[config.mk]
export PLATFORM = sky130hd
export DESIGN_NAME = serial_add_ctrl
export DESIGN_NICKNAME = d
export VERILOG_FILES = /design/src/rtl/serial_add_ctrl_pkg.sv /design/src/rtl/half_adder.sv /design/src/rtl/serial_add_ctrl.sv
export SDC_FILE = /design/constraint.sdc
export NUM_CORES = 1
export LEC_CHECK = 0
export CAP_MARGIN = 20
export CORE_UTILIZATION = 51
export CTS_CLUSTER_DIAMETER = 30
export DETAILED_ROUTE_END_ITERATION = 16
export GPL_ROUTABILITY_DRIVEN = 0
export HOLD_SLACK_MARGIN = 0.15
export PLACE_DENSITY = 0.78
export SYNTH_ARGS = -nofsm -noshare
export SYNTH_HDL_FRONTEND = slang
export SYNTH_SLANG_ARGS = --single-unit
[constraint.sdc]
create_clock -name clk -period 2.1 [get_ports clk]
set_clock_uncertainty 0.2 [all_clocks]
set_input_delay 0.42 -clock clk [delete_from_list [all_inputs] [get_ports clk]]
set_output_delay 0.42 -clock clk [all_outputs]
set_load 0.005 [all_outputs]
[src/rtl/serial_add_ctrl_pkg.sv]
`default_nettype none
// ============================================================================
// Module   : serial_add_ctrl_pkg
// Purpose  : Shared state encodings and default width for the bit-serial
//            adder controller.
// Revision : 1.0 - initial release
// ============================================================================
package serial_add_ctrl_pkg;

  localparam int WIDTH_DEFAULT = 8;

  // 2'b11 is deliberately unused; the FSM steers it back to IDLE.
  typedef enum logic [1:0] {
    IDLE = 2'b00,
    RUN  = 2'b01,
    DONE = 2'b10
  } state_t;

endpackage
`default_nettype wire

[src/rtl/half_adder.sv]
`default_nettype none
// ============================================================================
// Module   : half_adder
// Purpose  : One-bit half adder; two of these plus an OR form the full adder.
// Revision : 1.0 - initial release
// ============================================================================
module half_adder (
  input  logic x,
  input  logic y,
  output logic s,
  output logic c
);

  assign s = x ^ y;
  assign c = x & y;

endmodule
`default_nettype wire

[src/rtl/serial_add_ctrl.sv]
`default_nettype none
// ============================================================================
// Module   : serial_add_ctrl
// Purpose  : Adds two WIDTH-bit operands LSB first, one bit per clock, through
//            a single full-adder cell. busy marks the RUN phase, done pulses
//            for one cycle when sum/carry_out have been refreshed.
// Revision : 1.0 - initial release
// ============================================================================
module serial_add_ctrl
  import serial_add_ctrl_pkg::*;
#(
  parameter int WIDTH = WIDTH_DEFAULT
) (
  input  logic             clk,
  input  logic             rst_n,
  input  logic             start,
  input  logic [WIDTH-1:0] a,
  input  logic [WIDTH-1:0] b,
  output logic             busy,
  output logic             done,
  output logic [WIDTH-1:0] sum,
  output logic             carry_out
);

  localparam int CW = $clog2(WIDTH) + 1;
  localparam logic [CW-1:0] LAST_IDX = CW'(WIDTH - 1);

  state_t           state, next_state;
  logic [WIDTH-1:0] a_sr, b_sr;
  logic [WIDTH-2:0] work;        // sum bits gathered so far, newest at MSB
  logic [WIDTH-1:0] work_next;   // work with the current cell output shifted in
  logic [CW-1:0]    idx;
  logic             carry;
  logic             accept;
  logic             last_bit;

  // Full-adder cell: two half adders, carries merged by an OR gate.
  logic ha1_s, ha1_c, fa_s, ha2_c, fa_c;

  half_adder u_ha1 (.x(a_sr[0]), .y(b_sr[0]), .s(ha1_s), .c(ha1_c));
  half_adder u_ha2 (.x(ha1_s),   .y(carry),   .s(fa_s),  .c(ha2_c));

  assign fa_c      = ha1_c | ha2_c;
  assign work_next = {fa_s, work};
  assign accept    = start && ((state == IDLE) || (state == DONE));
  assign last_bit  = (state == RUN) && (idx == LAST_IDX);

  // State register.
  always_ff @(posedge clk or negedge rst_n) begin
    if (!rst_n) state <= IDLE;
    else        state <= next_state;
  end

  // Next-state logic; DONE behaves like IDLE towards a new start.
  always_comb begin
    next_state = state;
    case (state)
      IDLE:    next_state = start ? RUN : IDLE;
      RUN:     next_state = last_bit ? DONE : RUN;
      DONE:    next_state = start ? RUN : IDLE;
      default: next_state = IDLE;
    endcase
  end

  // Registered status flags, decoded from the state being entered.
  always_ff @(posedge clk or negedge rst_n) begin
    if (!rst_n) begin
      busy <= 1'b0;
      done <= 1'b0;
    end else begin
      busy <= (next_state == RUN);
      done <= (next_state == DONE);
    end
  end

  // Operand capture, serial shifting and result load on the final bit.
  always_ff @(posedge clk or negedge rst_n) begin
    if (!rst_n) begin
      a_sr      <= '0;
      b_sr      <= '0;
      work      <= '0;
      idx       <= '0;
      carry     <= 1'b0;
      sum       <= '0;
      carry_out <= 1'b0;
    end else if (accept) begin
      a_sr  <= a;
      b_sr  <= b;
      work  <= '0;
      idx   <= '0;
      carry <= 1'b0;
    end else if (state == RUN) begin
      a_sr  <= a_sr >> 1;
      b_sr  <= b_sr >> 1;
      work  <= work_next[WIDTH-1:1];
      carry <= fa_c;
      idx   <= idx + CW'(1);
      if (last_bit) begin
        sum       <= work_next;
        carry_out <= fa_c;
      end
    end
  end

endmodule
`default_nettype wire

==> impl_summary.log, run 1 <==
[metrics] result of the run: completed
[metrics] Core Area: 0.003078 sq mm
[metrics] most common library cell in the layout ignoring fill and taps: sky130_fd_sc_hd__dfrtp_1
[metrics] CTS tree: built
[metrics] Core Rows: 20
[metrics] Avg Vias per Cell: 5.227
[metrics] count of input and output buffers: 29
[metrics] Post-Syn Nets: 166
[metrics] post-synthesis adder-cell area fraction: 1.950%
[metrics] layout-stage area growth over the synthesis result: 25.88%
[metrics] Remaining Overflow, GRT: 0
[metrics] Synth Area in Compound Gates: 11.78%
[metrics] number of clock buffers inserted by TritonCTS: 5
[metrics] Clock Tree Root: sky130_fd_sc_hd__clkbuf_4
[metrics] global-route wire length before repair: 5409 um
[metrics] number of distinct library cell variants in the gate-level netlist after synthesis: 21
[metrics] Cells after Synth: 145
[metrics] post-route worst hold slack: 0.3151 ns
[metrics] worst slack, placed: 0.2576 ns
[metrics] leakage: 0.0009487 uW
[metrics] maximum level of the CTS H-tree: 2
[metrics] number of vias in the routed layout: 1,176
[metrics] path depth of the worst reg2reg path: 4
[metrics] utilization of the core after routing: 68.21%
[metrics] Fin Setup TNS: 0 ns
[metrics] max-cap violations: 0
[metrics] clock buffer depth: 2
[metrics] Achievable Freq: 544.3 MHz
[metrics] final-layout fill cell count: 241
[metrics] effective utilization at floorplan: 54.19%
[metrics] via count of the first global-routing pass: 1,237
[metrics] data required time at the worst endpoint: 2.13 ns
[metrics] setup repair after global routing missed its margin: false
[metrics] number of failing hold endpoints at the final stage: 0
[metrics] number of nets in the final layout: 202
[metrics] worst skew pair latency: 0.35 ns
[metrics] number of nets with antenna violations after routing: 0
[metrics] average instance area after synthesis: 11.50 sq um
[metrics] critical path startpoint category: register
[metrics] CP arrival: 1.87 ns
[metrics] Worst Setup Path Type: register to register
[metrics] Worst Path Max Fanout: 10
[metrics] Final Critical Period: 1.837 ns
[metrics] largest family of logic cells by synthesized area: simple AND/OR/NAND/NOR gates
[metrics] worst-case headroom to the max-slew limit: 67.63%
[metrics] commonest cells after routing, fill and taps aside: sky130_fd_sc_hd__dfrtp_1, sky130_fd_sc_hd__nand2_1, sky130_fd_sc_hd__clkdlybuf4s50_1
[metrics] share of final-layout standard cells stronger than drive strength 1: 14.36%
[metrics] power per cell area: 1436 mW/mm^2
[metrics] share of the clock period used by the worst path after layout: 87.48%
[metrics] post-synthesis share of cell area spent on and, or, nand and nor gates: 14.03%
[metrics] final antenna diode count: 0
[metrics] die area: 0.003503 sq mm
[metrics] violation count after the first detailed-routing iteration: 48
[metrics] Clock Sinks: 41
[metrics] transition time at the pin with the least slew margin: 0.4856 ns
[metrics] hold-critical path depth: 1
[metrics] total detailed-routing wirelength: 3185 um
[metrics] overall fraction of global-route tracks in use: 21.50%
[metrics] Warnings, synthesis: 0
[metrics] IO Count: 30
[metrics] Peak VDD IR: 0.7032 mV
[metrics] die width: 59.19 um
[metrics] kind of path behind the tightest hold check: register to register
[metrics] CP Capture Type: register
[metrics] synthesis-stage register bit count: 41
[metrics] Placed Area: 0.002034 sq mm
[metrics] vertical die dimension: 59.19 um
[metrics] drt drc: 0
[metrics] # setup viols final: 0
[metrics] half-perimeter wire length after placement: 2299 um
[metrics] multiplexer share of the synthesized area: 7.952%
[metrics] number of detailed-routing iterations run before antenna repair: 4
[metrics] Cell Area, Synth: 0.001668 sq mm
[metrics] xor-xnor portion of the synthesized cell area: 0%
[metrics] min setup slack post-route: 0.2629 ns
[metrics] initial antenna violation count: 0
[metrics] register area share after synthesis: 61.52%
[metrics] max-slew violation count: 0
[metrics] pin count of the biggest net entering global routing: 26
[metrics] drt wl/cell: 14.16 um
[metrics] Non-Filler Cell Area, Final: 0.002100 sq mm
[metrics] worst setup slack for register-to-register paths: 0.26 ns
[metrics] clock-pin slew of the registers on the worst-case setup and hold paths: 0.10 ns
[cells in the mapped netlist]
library cell,instances,share of area (%)
sky130_fd_sc_hd__ha_1,1,0.75
sky130_fd_sc_hd__o21ai_0,2,0.60
sky130_fd_sc_hd__a22o_1,11,5.8
sky130_fd_sc_hd__nor3_4,1,0.98
sky130_fd_sc_hd__mux2i_1,2,1.2
sky130_fd_sc_hd__nand3_1,3,0.90
sky130_fd_sc_hd__nor2b_1,1,0.38
sky130_fd_sc_hd__dfrtp_1,41,62
sky130_fd_sc_hd__buf_2,4,1.2
sky130_fd_sc_hd__clkbuf_1,4,0.90
sky130_fd_sc_hd__nand4_1,1,0.38
sky130_fd_sc_hd__nor3_1,1,0.30
sky130_fd_sc_hd__nor2_1,13,2.9
sky130_fd_sc_hd__a31oi_1,12,4.5
sky130_fd_sc_hd__mux2_2,10,6.8
sky130_fd_sc_hd__buf_6,1,0.68
sky130_fd_sc_hd__nand2_1,31,7.0
sky130_fd_sc_hd__fa_1,1,1.2
sky130_fd_sc_hd__nand2b_1,2,0.75
sky130_fd_sc_hd__and2b_1,1,0.45
sky130_fd_sc_hd__a22oi_1,2,0.90
[worst max-delay path, stage by stage (launching register included)]
cell and delay, ns:
sky130_fd_sc_hd__dfrtp_1 0.39, sky130_fd_sc_hd__ha_1 0.21, sky130_fd_sc_hd__nand2_1 0.13, sky130_fd_sc_hd__nor3_4 0.40
sky130_fd_sc_hd__mux2_2 0.39
[report_power, final]
group	total, uW	switching [uW]	internal [uW]
Combinational	1240	571	668
Clock	390	232	158
Sequential	1380	231	1150
[layer usage]
layer / up-vias / wire (um) / track usage [%]
met5: - / 0 / 0
met4: 0 / 32 / 7.143
met3: 4 / 194 / 8.079
met2: 37 / 1490 / 35.31
met1: 559 / 1467 / 26.11
li1: 576 / - / -
[logic make-up (layout without fill, tap and decap cells)]
| group | after synthesis | after routing |
|---|---|---|
| fa+ha+maj | 2 | 2 |
| simple gates | 54 | 54 |
| buf+inv | 9 | 45 |
| flops | 41 | 41 |
| mux | 12 | 12 |
| compound gates | 27 | 27 |
[registers in the layout, indices dropped and copies added, names as in the netlist]
signal and count:
idx 4, state 2, carry_out 1, sum 8
busy 1, work 7, carry 1, b_sr 8
a_sr 8, done 1
[repair_timing]
item	in CTS	in global routing
hold buffers	1	0
hold endpoints to repair	21	0
gates resized for setup	0	0
setup buffers	0	0
[area by class of cell]
type	instances	area, sq um	area share (%)
multi-input combinational	95	595.6	28.37
timing repair buffer	38	367.9	17.52
clock buffer	7	55.05	2.622
sequential	41	1026	48.87
tap	44	55.05	2.622
[per-stage QoR]
stage | total power (uW) | cells
5_1_grt | 3261 | 225
3_3_place_gp | 2581 | 217
6_report | 3015 | 225
3_5_place_dp | 2651 | 217
2_1_floorplan | 2152 | 145
4_1_cts | 3052 | 225
[worst paths after layout]
kind                                          from             endpoint
worst min-delay path            sum[7]$_DFFE_PN0P_   sum[7]$_DFFE_PN0P_
max in group asynchronous                    rst_n   sum[5]$_DFFE_PN0P_
worst max register to register  idx[0]$_DFFE_PN0P_   sum[6]$_DFFE_PN0P_
worst max-delay path            idx[0]$_DFFE_PN0P_   sum[6]$_DFFE_PN0P_
worst min register to register  sum[7]$_DFFE_PN0P_   sum[7]$_DFFE_PN0P_
min in group asynchronous                    rst_n  a_sr[4]$_DFFE_PN0P_
No activity file was read; power rests on OpenSTA's default activity.
==> inputs of run 2 (changes only) <==
Settings changed: HOLD_SLACK_MARGIN 0.15 to not set.
==> results of run 2 <==
Final layout, timing and power as in run 1 (identical DEF).
